===== config.mk =====
export PLATFORM = sky130hd
export DESIGN_NAME = npu_infer_sched_flat
export DESIGN_NICKNAME = d
export VERILOG_FILES = /design/src/rtl/npu_infer_sched_pkg.sv /design/src/rtl/npu_infer_sched_if.sv /design/src/rtl/npu_infer_sched_sat_counter.sv /design/src/rtl/npu_infer_sched.sv /design/src/flat_wrapper.sv
export SDC_FILE = /design/constraint.sdc
export NUM_CORES = 1
export LEC_CHECK = 0
export BUFFER_PORTS_ARGS = -buffer_cell sky130_fd_sc_hd__buf_2
export CAP_MARGIN = 20
export CORE_AREA = 2 2 124 126
export DETAILED_ROUTE_END_ITERATION = 7
export DIE_AREA = 0 0 126 128
export GPL_TIMING_DRIVEN = 1
export HOLD_SLACK_MARGIN = 0.03
export PLACE_DENSITY = 0.72
export SYNTH_ARGS = -nofsm -noshare
export SYNTH_HDL_FRONTEND = slang
export SYNTH_SLANG_ARGS = --single-unit

===== constraint.sdc =====
create_clock -name clk -period 3.35 [get_ports clk]
set_input_delay 0.1675 -clock clk [delete_from_list [all_inputs] [get_ports clk]]
set_output_delay 0.1675 -clock clk [all_outputs]
set_load 0.02 [all_outputs]

===== src/rtl/npu_infer_sched_pkg.sv =====
// Shared definitions for the NPU inference scheduler: scheduler states,
// payload width and the default parameter values.
package npu_sched_pkg;

   localparam int PAYLOAD_WIDTH      = 66;
   localparam int DEF_ADDR_WIDTH     = 4;
   localparam int DEF_BASE_ADDR      = 1;
   localparam int DEF_NUM_SLOTS      = 10;
   localparam int DEF_TIMEOUT_CYCLES = 1024;

   typedef enum logic [2:0] {
      FILL,
      RD_ADDR,
      RD_WAIT,
      OUT,
      WAIT_SORT
   } state_e;

endpackage


===== src/rtl/npu_infer_sched_if.sv =====
// Bundle of NPU, memory, drain and sort signals around the scheduler.
// The slave view belongs to the scheduler; the master view belongs to its environment.
interface npu_infer_sched_if
   import npu_sched_pkg::*;
#(
   parameter int ADDR_WIDTH = DEF_ADDR_WIDTH
);

   logic                     npu_valid;
   logic [1:0]               npu_class;
   logic [63:0]              npu_data;
   logic                     npu_enable;
   logic                     mem_we;
   logic [ADDR_WIDTH-1:0]    mem_waddr;
   logic [PAYLOAD_WIDTH-1:0] mem_wdata;
   logic [ADDR_WIDTH-1:0]    mem_raddr;
   logic [PAYLOAD_WIDTH-1:0] mem_rdata;
   logic                     out_valid;
   logic                     out_ready;
   logic [PAYLOAD_WIDTH-1:0] out_data;
   logic [7:0]               out_addr;
   logic                     sort_done;
   logic                     sort_timeout;
   logic [15:0]              drop_cnt;
   logic [15:0]              batch_cnt;

   modport slave (
      input  npu_valid, npu_class, npu_data, mem_rdata, out_ready, sort_done,
      output npu_enable, mem_we, mem_waddr, mem_wdata, mem_raddr,
             out_valid, out_data, out_addr, sort_timeout, drop_cnt, batch_cnt
   );

   modport master (
      output npu_valid, npu_class, npu_data, mem_rdata, out_ready, sort_done,
      input  npu_enable, mem_we, mem_waddr, mem_wdata, mem_raddr,
             out_valid, out_data, out_addr, sort_timeout, drop_cnt, batch_cnt
   );

endinterface


===== src/rtl/npu_infer_sched_sat_counter.sv =====
// Counter that stops at its all-ones value instead of wrapping.
module npu_sat_counter #(
   parameter int WIDTH = 16
) (
   input  logic             clk,
   input  logic             inc,
   input  logic             clear,
   output logic [WIDTH-1:0] value
);

   logic [WIDTH-1:0] value_q;

   // Clear wins over increment so a reset cycle never counts anything.
   always_ff @(posedge clk) begin
      if (clear) begin
         value_q <= '0;
      end else if (inc && (value_q != '1)) begin
         value_q <= value_q + WIDTH'(1);
      end
   end

   assign value = value_q;

endmodule


===== src/rtl/npu_infer_sched.sv =====
// Collects a batch of NPU results into memory, drains them one by one to a
// consumer, then waits (bounded) for the downstream sort before refilling.
module npu_infer_sched
   import npu_sched_pkg::*;
#(
   parameter int ADDR_WIDTH     = DEF_ADDR_WIDTH,
   parameter int BASE_ADDR      = DEF_BASE_ADDR,
   parameter int NUM_SLOTS      = DEF_NUM_SLOTS,
   parameter int TIMEOUT_CYCLES = DEF_TIMEOUT_CYCLES
) (
   input logic              clk,
   input logic              reset,
   npu_infer_sched_if.slave bus
);

   localparam logic [ADDR_WIDTH-1:0] FIRST_SLOT = ADDR_WIDTH'(BASE_ADDR);
   localparam logic [ADDR_WIDTH-1:0] LAST_SLOT  = ADDR_WIDTH'(BASE_ADDR + NUM_SLOTS - 1);
   localparam int                    TW         = $clog2(TIMEOUT_CYCLES + 1);
   localparam logic [TW-1:0]         TIMER_LAST = TW'(TIMEOUT_CYCLES - 1);

   state_e                   state_q, state_d;
   logic [ADDR_WIDTH-1:0]    wrPtr_q, wrPtr_d;
   logic [ADDR_WIDTH-1:0]    rdPtr_q, rdPtr_d;
   logic [TW-1:0]            timer_q, timer_d;
   logic                     outValid_q;
   logic [PAYLOAD_WIDTH-1:0] outData_q, outData_d;
   logic [7:0]               outAddr_q, outAddr_d;
   logic                     sortTimeout_q, sortTimeout_d;
   logic [15:0]              batchCnt_q, batchCnt_d;
   logic [15:0]              dropCnt;
   logic                     inFill;

   assign inFill = (state_q == FILL);

   // Next-state logic: fill -> per-entry read/present loop -> bounded sort wait.
   always_comb begin
      state_d       = state_q;
      wrPtr_d       = wrPtr_q;
      rdPtr_d       = rdPtr_q;
      timer_d       = timer_q;
      outData_d     = outData_q;
      outAddr_d     = outAddr_q;
      sortTimeout_d = 1'b0;
      batchCnt_d    = batchCnt_q;
      case (state_q)
         FILL: begin
            if (bus.npu_valid) begin
               wrPtr_d = wrPtr_q + ADDR_WIDTH'(1);
               if (wrPtr_q == LAST_SLOT) begin
                  state_d = RD_ADDR;
                  rdPtr_d = FIRST_SLOT;
               end
            end
         end
         RD_ADDR: state_d = RD_WAIT;
         RD_WAIT: begin
            outData_d = bus.mem_rdata;
            outAddr_d = 8'(rdPtr_q);
            state_d   = OUT;
         end
         OUT: begin
            if (bus.out_ready) begin
               if (rdPtr_q == LAST_SLOT) begin
                  state_d = WAIT_SORT;
                  timer_d = '0;
               end else begin
                  rdPtr_d = rdPtr_q + ADDR_WIDTH'(1);
                  state_d = RD_ADDR;
               end
            end
         end
         WAIT_SORT: begin
            timer_d = timer_q + TW'(1);
            // A sort_done landing on the last timer cycle counts as a normal finish.
            if (bus.sort_done || (timer_q == TIMER_LAST)) begin
               state_d       = FILL;
               wrPtr_d       = FIRST_SLOT;
               batchCnt_d    = batchCnt_q + 16'd1;
               sortTimeout_d = !bus.sort_done;
            end
         end
         default: state_d = FILL;
      endcase
   end

   // State and datapath registers; reset abandons any partially filled batch.
   always_ff @(posedge clk) begin
      if (reset) begin
         state_q       <= FILL;
         wrPtr_q       <= FIRST_SLOT;
         rdPtr_q       <= FIRST_SLOT;
         timer_q       <= '0;
         outValid_q    <= 1'b0;
         outData_q     <= '0;
         outAddr_q     <= '0;
         sortTimeout_q <= 1'b0;
         batchCnt_q    <= '0;
      end else begin
         state_q       <= state_d;
         wrPtr_q       <= wrPtr_d;
         rdPtr_q       <= rdPtr_d;
         timer_q       <= timer_d;
         outValid_q    <= (state_d == OUT);
         outData_q     <= outData_d;
         outAddr_q     <= outAddr_d;
         sortTimeout_q <= sortTimeout_d;
         batchCnt_q    <= batchCnt_d;
      end
   end

   npu_sat_counter #(
      .WIDTH (16)
   ) u_dropCounter (
      .clk   (clk),
      .inc   (bus.npu_valid && !inFill),
      .clear (reset),
      .value (dropCnt)
   );

   assign bus.npu_enable   = inFill;
   assign bus.mem_we       = inFill && bus.npu_valid && !reset;
   assign bus.mem_waddr    = wrPtr_q;
   assign bus.mem_wdata    = {bus.npu_class, bus.npu_data};
   assign bus.mem_raddr    = rdPtr_q;
   assign bus.out_valid    = outValid_q;
   assign bus.out_data     = outData_q;
   assign bus.out_addr     = outAddr_q;
   assign bus.sort_timeout = sortTimeout_q;
   assign bus.drop_cnt     = dropCnt;
   assign bus.batch_cnt    = batchCnt_q;

endmodule

===== src/flat_wrapper.sv =====
// flat-port wrapper written by rule: the top's interface ports become plain ports
module npu_infer_sched_flat import npu_sched_pkg::*;
#(
   parameter int ADDR_WIDTH     = DEF_ADDR_WIDTH,
   parameter int BASE_ADDR      = DEF_BASE_ADDR,
   parameter int NUM_SLOTS      = DEF_NUM_SLOTS,
   parameter int TIMEOUT_CYCLES = DEF_TIMEOUT_CYCLES
)
  (clk, reset, bus_npu_valid, bus_npu_class, bus_npu_data, bus_mem_rdata, bus_out_ready, bus_sort_done, bus_npu_enable, bus_mem_we, bus_mem_waddr, bus_mem_wdata, bus_mem_raddr, bus_out_valid, bus_out_data, bus_out_addr, bus_sort_timeout, bus_drop_cnt, bus_batch_cnt);
  npu_infer_sched_if #(.ADDR_WIDTH(ADDR_WIDTH)) bus_i ();
  input logic clk;
  input logic reset;
  input wire logic [$bits(bus_i.npu_valid)-1:0] bus_npu_valid;
  input wire logic [$bits(bus_i.npu_class)-1:0] bus_npu_class;
  input wire logic [$bits(bus_i.npu_data)-1:0] bus_npu_data;
  input wire logic [$bits(bus_i.mem_rdata)-1:0] bus_mem_rdata;
  input wire logic [$bits(bus_i.out_ready)-1:0] bus_out_ready;
  input wire logic [$bits(bus_i.sort_done)-1:0] bus_sort_done;
  output wire logic [$bits(bus_i.npu_enable)-1:0] bus_npu_enable;
  output wire logic [$bits(bus_i.mem_we)-1:0] bus_mem_we;
  output wire logic [$bits(bus_i.mem_waddr)-1:0] bus_mem_waddr;
  output wire logic [$bits(bus_i.mem_wdata)-1:0] bus_mem_wdata;
  output wire logic [$bits(bus_i.mem_raddr)-1:0] bus_mem_raddr;
  output wire logic [$bits(bus_i.out_valid)-1:0] bus_out_valid;
  output wire logic [$bits(bus_i.out_data)-1:0] bus_out_data;
  output wire logic [$bits(bus_i.out_addr)-1:0] bus_out_addr;
  output wire logic [$bits(bus_i.sort_timeout)-1:0] bus_sort_timeout;
  output wire logic [$bits(bus_i.drop_cnt)-1:0] bus_drop_cnt;
  output wire logic [$bits(bus_i.batch_cnt)-1:0] bus_batch_cnt;
  assign bus_i.npu_valid = bus_npu_valid;
  assign bus_i.npu_class = bus_npu_class;
  assign bus_i.npu_data = bus_npu_data;
  assign bus_i.mem_rdata = bus_mem_rdata;
  assign bus_i.out_ready = bus_out_ready;
  assign bus_i.sort_done = bus_sort_done;
  assign bus_npu_enable = bus_i.npu_enable;
  assign bus_mem_we = bus_i.mem_we;
  assign bus_mem_waddr = bus_i.mem_waddr;
  assign bus_mem_wdata = bus_i.mem_wdata;
  assign bus_mem_raddr = bus_i.mem_raddr;
  assign bus_out_valid = bus_i.out_valid;
  assign bus_out_data = bus_i.out_data;
  assign bus_out_addr = bus_i.out_addr;
  assign bus_sort_timeout = bus_i.sort_timeout;
  assign bus_drop_cnt = bus_i.drop_cnt;
  assign bus_batch_cnt = bus_i.batch_cnt;
  npu_infer_sched #(.ADDR_WIDTH(ADDR_WIDTH), .BASE_ADDR(BASE_ADDR), .NUM_SLOTS(NUM_SLOTS), .TIMEOUT_CYCLES(TIMEOUT_CYCLES)) u_core (.clk(clk), .reset(reset), .bus(bus_i));
endmodule

Word-level counts from Yosys, hierarchy flattened. Index checks and enable logic that the tools add are counted.

Add/subtract/negate cells: 5. Equality and inequality tests: 15. Multiplexer cells: 17. Bitwise operators: 2. Reduce and logical (&&, ||, !) cells: 17.

Operators by type and width (number): $add 16x1->16 const B (2); $mux 4 (6); $mux 11 (2); $pmux 11 s2 (1); $ne 16x16->1 const B (1); $pmux 4 s2 (2); $mux 3 (5); $pmux 3 s5 (1); $add 11x1->11 const B (1); $eq 11x10->1 const B (1); $eq 3x2->1 const B (3); $add 4x1->4 const B (2); $eq 4x4->1 const B (2); $ne 2x2->1 const B (4); $reduce_and 3->1 (2); $reduce_bool 2->1 (3); $reduce_and 5->1 (1); $logic_and 1x1->1 (4); $ne 2x1->1 const B (2); $eq 3x1->1 const B (1); $eq 3x3->1 const B (1); $logic_not 1->1 (3); $logic_not 3->1 (1); $reduce_or 3->1 (1); other kinds (3) (4).

Register bits after elaboration: 126. Input port bits: 137. Output and inout bits: 184. Logic and storage cells: 66.

Longest topological paths before layout.
Depth in word-level cells: 5. Depth in mapped cells: 7. Depth with buffers taken out: 6.

Hierarchy. Synthesis repeated with hierarchy kept, for this count alone.

Cell total of the unflattened synthesis: 706. Area total of the unflattened synthesis: 5758.0 sq um.

By module, submodules not included: npu_infer_sched (instances 1, cells an instance 607, area each 4909.7 sq um, seq. area each 2202.1 sq um); npu_sat_counter (instances 1, cells an instance 99, area each 848.3 sq um, seq. area each 320.3 sq um).

Worst setup path before layout. OpenSTA, ideal clock, no wires.

Path type: register to register. Start: register u_core.state_q[1]. End: register u_core.u_dropCounter.value_q[8], in the netlist u_core.u_dropCounter.value[8]. Setup time: 0.123 ns. Arrival time: 1.882 ns. Data required time: 3.227 ns. Slack: 1.345 ns. Cell stages (with the launch flop): 7. Cell sequence: dfxtp_1 > buf_4 > nor3_1 > or2_1 > clkbuf_1 > nor4b_1 > mux2_1.

Word-level cells in the longest chain between the ends: 4.

RTL lines: start, declared (line npu_infer_sched.sv:21) `state_e state_q, state_d;`; start signal, assigned (line npu_infer_sched.sv:99) `state_q <= state_d;`; $logic_not 3->1 (line npu_infer_sched.sv:33) `assign inFill = (state_q == FILL);`; via bus_npu_enable (line flat_wrapper.sv:19) `output wire logic [$bits(bus_i.npu_enable)-1:0] bus_npu_enable;`; $logic_not 1->1 (line npu_infer_sched.sv:115) `.inc (bus.npu_valid && !inFill),`; $logic_and 1x1->1 (line npu_infer_sched.sv:115); $logic_and 1x1->1 (line npu_infer_sched_sat_counter.sv:17) `end else if (inc && (value_q != '1)) begin`; end signal, assigned (line npu_infer_sched_sat_counter.sv:18) `value_q <= value_q + WIDTH'(1);`; end, declared (line npu_infer_sched_sat_counter.sv:11) `logic [WIDTH-1:0] value_q;`.

The timed path passes the listed nets, and every way through them passes these cells. A chain may end at the register's enable or synchronous reset.

Worst setup path in the final report.
Start: register u_core.timer_q[0]. End: register u_core.batchCnt_q[8], in the netlist u_core.bus.batch_cnt[8].

Word-level cells in the longest chain between the ends: 3.

RTL lines: start, declared (line npu_infer_sched.sv:24) `logic [TW-1:0] timer_q, timer_d;`; start signal, assigned (line npu_infer_sched.sv:102) `timer_q <= timer_d;`; $eq 11x10->1 (line npu_infer_sched.sv:75) `if (bus.sort_done || (timer_q == TIMER_LAST)) begin`; $logic_or 1x1->1 (line npu_infer_sched.sv:75); $reduce_and 2->1 (no source line); end signal, assigned (line npu_infer_sched.sv:107) `batchCnt_q <= batchCnt_d;`; end, declared (line npu_infer_sched.sv:29) `logic [15:0] batchCnt_q, batchCnt_d;`.

No other way between the ends.

==> metrics <==
gr usage total 0.185; drt initial violations 206; grt ovf 0; clock group share of total power 0.540; die footprint 0.0161 mm^2; setup TNS 0 ns; r2r worst-path depth 6; ys async rst share 0; worst path arrival time 2.56 ns; Clk Latency, worst-skew pair 0.42 ns; Filler Cell Count 1,398; Final Hold Vio Count 0; Reg-to-Reg Start u_core.timer_q[0]; Comb power frac 0.047; io pins 321; Lkg Pwr 0.00319 uW; HPWL after DPL 9920 um; maximum VDD drop 297 uV; CP startpoint kind register; routability cong. 0.786; clock root cell clkbuf_16; Mapped Cells 712; Worst Hold Path EP u_core.bus.mem_waddr[1]; CORE AREA 0.0149 mm^2; Synth Flop Type dfxtp_1; WP data required 3.64 ns; most frequent cells in the layout buf_2, nand2_1, dfxtp_1; CTS tree built; CTS Buf Count 17; area added between synthesis and finish 31.7%; Critical R2R Capture u_core.bus.batch_cnt[8]; FP Rows 45; clock skew 0.0127 ns; first-pass GRT wire length 24,200 um; min-delay worst type input pin to register; vias per inst 5.02; Power Density 475 mW/mm^2; vias in the first global route 5,016; Relative slew margins 0.503; Die X 126 um; FMAX 440 MHz; DRC Markers 0; WL per Instance 14.3 um; HP Start bus_npu_valid; GR peak layer met2; Setup-failing EPs final 0; initial antenna violation count 0; CP Capture Type register; crit path time final 2.27 ns; grt met2 use 0.301; initial core utilization 0.392; library cells used by synthesis 57; met3 GRT Util 0.0543; net switching power 746 uW; area occupied by multi-input gates 0.00260 mm^2; Synth area leaders dfxtp_1, nand2_1, buf_4; Reg2Reg Setup Slack 1.08 ns; register area share after synthesis 0.433; final core occ 0.517; CTS clk-pin slew, worst paths 0.06 ns; Tcrit/Tclk final 0.678; Mapped Area 0.00583 mm^2; via count 5,428; layout cells sized above 1 0.261; status finished, final reports clean; Die Height 128 um; max_cap viols 0; Post-synth EDFFs 0; top cell type's share of synthesized area 0.433; Pint 2900 uW; most common cell after layout, fill and taps aside buf_2; GR Util met1 0.220; power share of the sequential group 0.413; Nets 1,024; warnings from Yosys 0; # clock sinks 126; DRT Pass-1 Iters 4; Mean Syn Cell Area 8.19 um^2; leading area contributor after synthesis dfxtp_1; Slew Limit Fails 0; switching share of power 0.205; htree depth 4; Worst Hold Path Cells 4; port bufs 184; worst-path maximum fanout 18; crit path kind register to register; Synth Register Bits 126; ANT nets after route 0; Reg area 0.00252 mm^2; Worst-Margin Slew 0.745 ns; largest net degree at the start of global routing 68; maximum buffer depth of the clock tree 2; RSZ-0062 raised after global routing no; diode count 0; Total Wirelength 15,400 um
-- registers in the layout (all words and copies together) (netlist names) --
| signal | cells |
|---|---|
| u_core.bus.out_data | 66 |
| u_core.bus.out_addr | 4 |
| u_core.bus.out_valid | 1 |
| u_core.bus.batch_cnt | 16 |
| u_core.bus.sort_timeout | 1 |
| u_core.u_dropCounter.value | 16 |
| u_core.bus.mem_waddr | 4 |
| u_core.timer_q | 11 |
| u_core.bus.mem_raddr | 4 |
| u_core.state_q | 3 |
-- cells in the mapped netlist (4+ instances only) --
| cell | n |
|---|---|
| dfxtp_1 | 126 |
| clkbuf_1 | 34 |
| nand4_1 | 10 |
| a21oi_1 | 102 |
| xor2_1 | 4 |
| ha_1 | 7 |
| o31ai_1 | 19 |
| mux2_1 | 10 |
| nand2b_1 | 4 |
| nor4_1 | 7 |
| nor3_1 | 9 |
| nor2_1 | 26 |
| buf_4 | 72 |
| nand3_1 | 14 |
| or3_1 | 5 |
| or4_1 | 18 |
| nand2_1 | 158 |
| nor2b_1 | 12 |
| o21ai_0 | 7 |
| inv_1 | 8 |
-- cell type report --
cell class	count	area share
sequential	126	0.328
inverter	8	0.00391
clock inverter	10	0.0209
clock buffer	22	0.0617
multi-input combinational	469	0.338
tap	188	0.0306
timing repair buffer	258	0.216
-- critical path: stages (launching register included) --
cell	delay, ns
dfxtp_1	0.38
ha_1	0.20
and4b_1	0.25
a41oi_2	0.34
buf_4	0.32
nor4_1	0.30
mux2_1	0.36
-- how the worst max path moves through the flow --
stage,start,end,depth (start not counted)
floorplan,u_core.state_q[1],u_core.u_dropCounter.value[8],6
global placement,u_core.timer_q[0],u_core.bus.batch_cnt[8],6
detailed placement,u_core.timer_q[0],u_core.bus.batch_cnt[8],6
CTS,u_core.timer_q[0],u_core.bus.batch_cnt[8],6
global route,u_core.timer_q[0],u_core.bus.batch_cnt[8],6
finish,u_core.timer_q[0],u_core.bus.batch_cnt[8],6
-- stage by stage --
| step | area, um^2 | setup WS [ns] | total power [uW] | cells | hold WS, ns |
|---|---|---|---|---|---|
| finish | 7680 | 1.08 | 3650 | 1081 | 0.166 |
| global route | 7680 | 0.917 | 3770 | 1081 | 0.210 |
| CTS | 7680 | 1.07 | 3700 | 1081 | 0.153 |
| detailed placement | 6360 | 1.10 | 1650 | 981 | 0.335 |
| global placement | 6360 | 1.15 | 1650 | 981 | 0.335 |
| floorplan | 5840 | 1.34 | 1710 | 715 | 0.246 |
-- power groups by stage --
stage / Clock [uW] / Combinational [uW] / Sequential [uW]
floorplan: 0 / 165 / 1540
global placement: 0 / 106 / 1540
detailed placement: 0 / 107 / 1540
CTS: 2020 / 169 / 1510
global route: 2080 / 186 / 1510
finish: 1970 / 172 / 1510
-- what timing repair did --
item | 4_1_cts | 5_1_grt
endpoints found under the setup margin | 0 | 0
hold endpoints to repair | 68 | 0
setup buffers | 0 | 0
hold buffers | 68 | 0
resized for setup | 0 | 0
-- per-layer routing --
metal / up-vias / wire [um]
met3: 49 / 904
met4: 0 / 552
li1: 2720 / -
met5: - / 0
met1: 2502 / 6630
met2: 157 / 7330
-- logic make-up after synthesis --
group / Yosys count / synth area share
AOI/OAI and AO/OA: 150 / 0.147
xor gates and xnor gates: 4 / 0.00601
adders and majority gates: 7 / 0.0150
buffers and inverters: 120 / 0.127
DFF: 126 / 0.433
muxes: 11 / 0.0210
other: 1 / 0.000643
and+or+nand+nor: 293 / 0.251
Power figures use the tool's default switching activity.
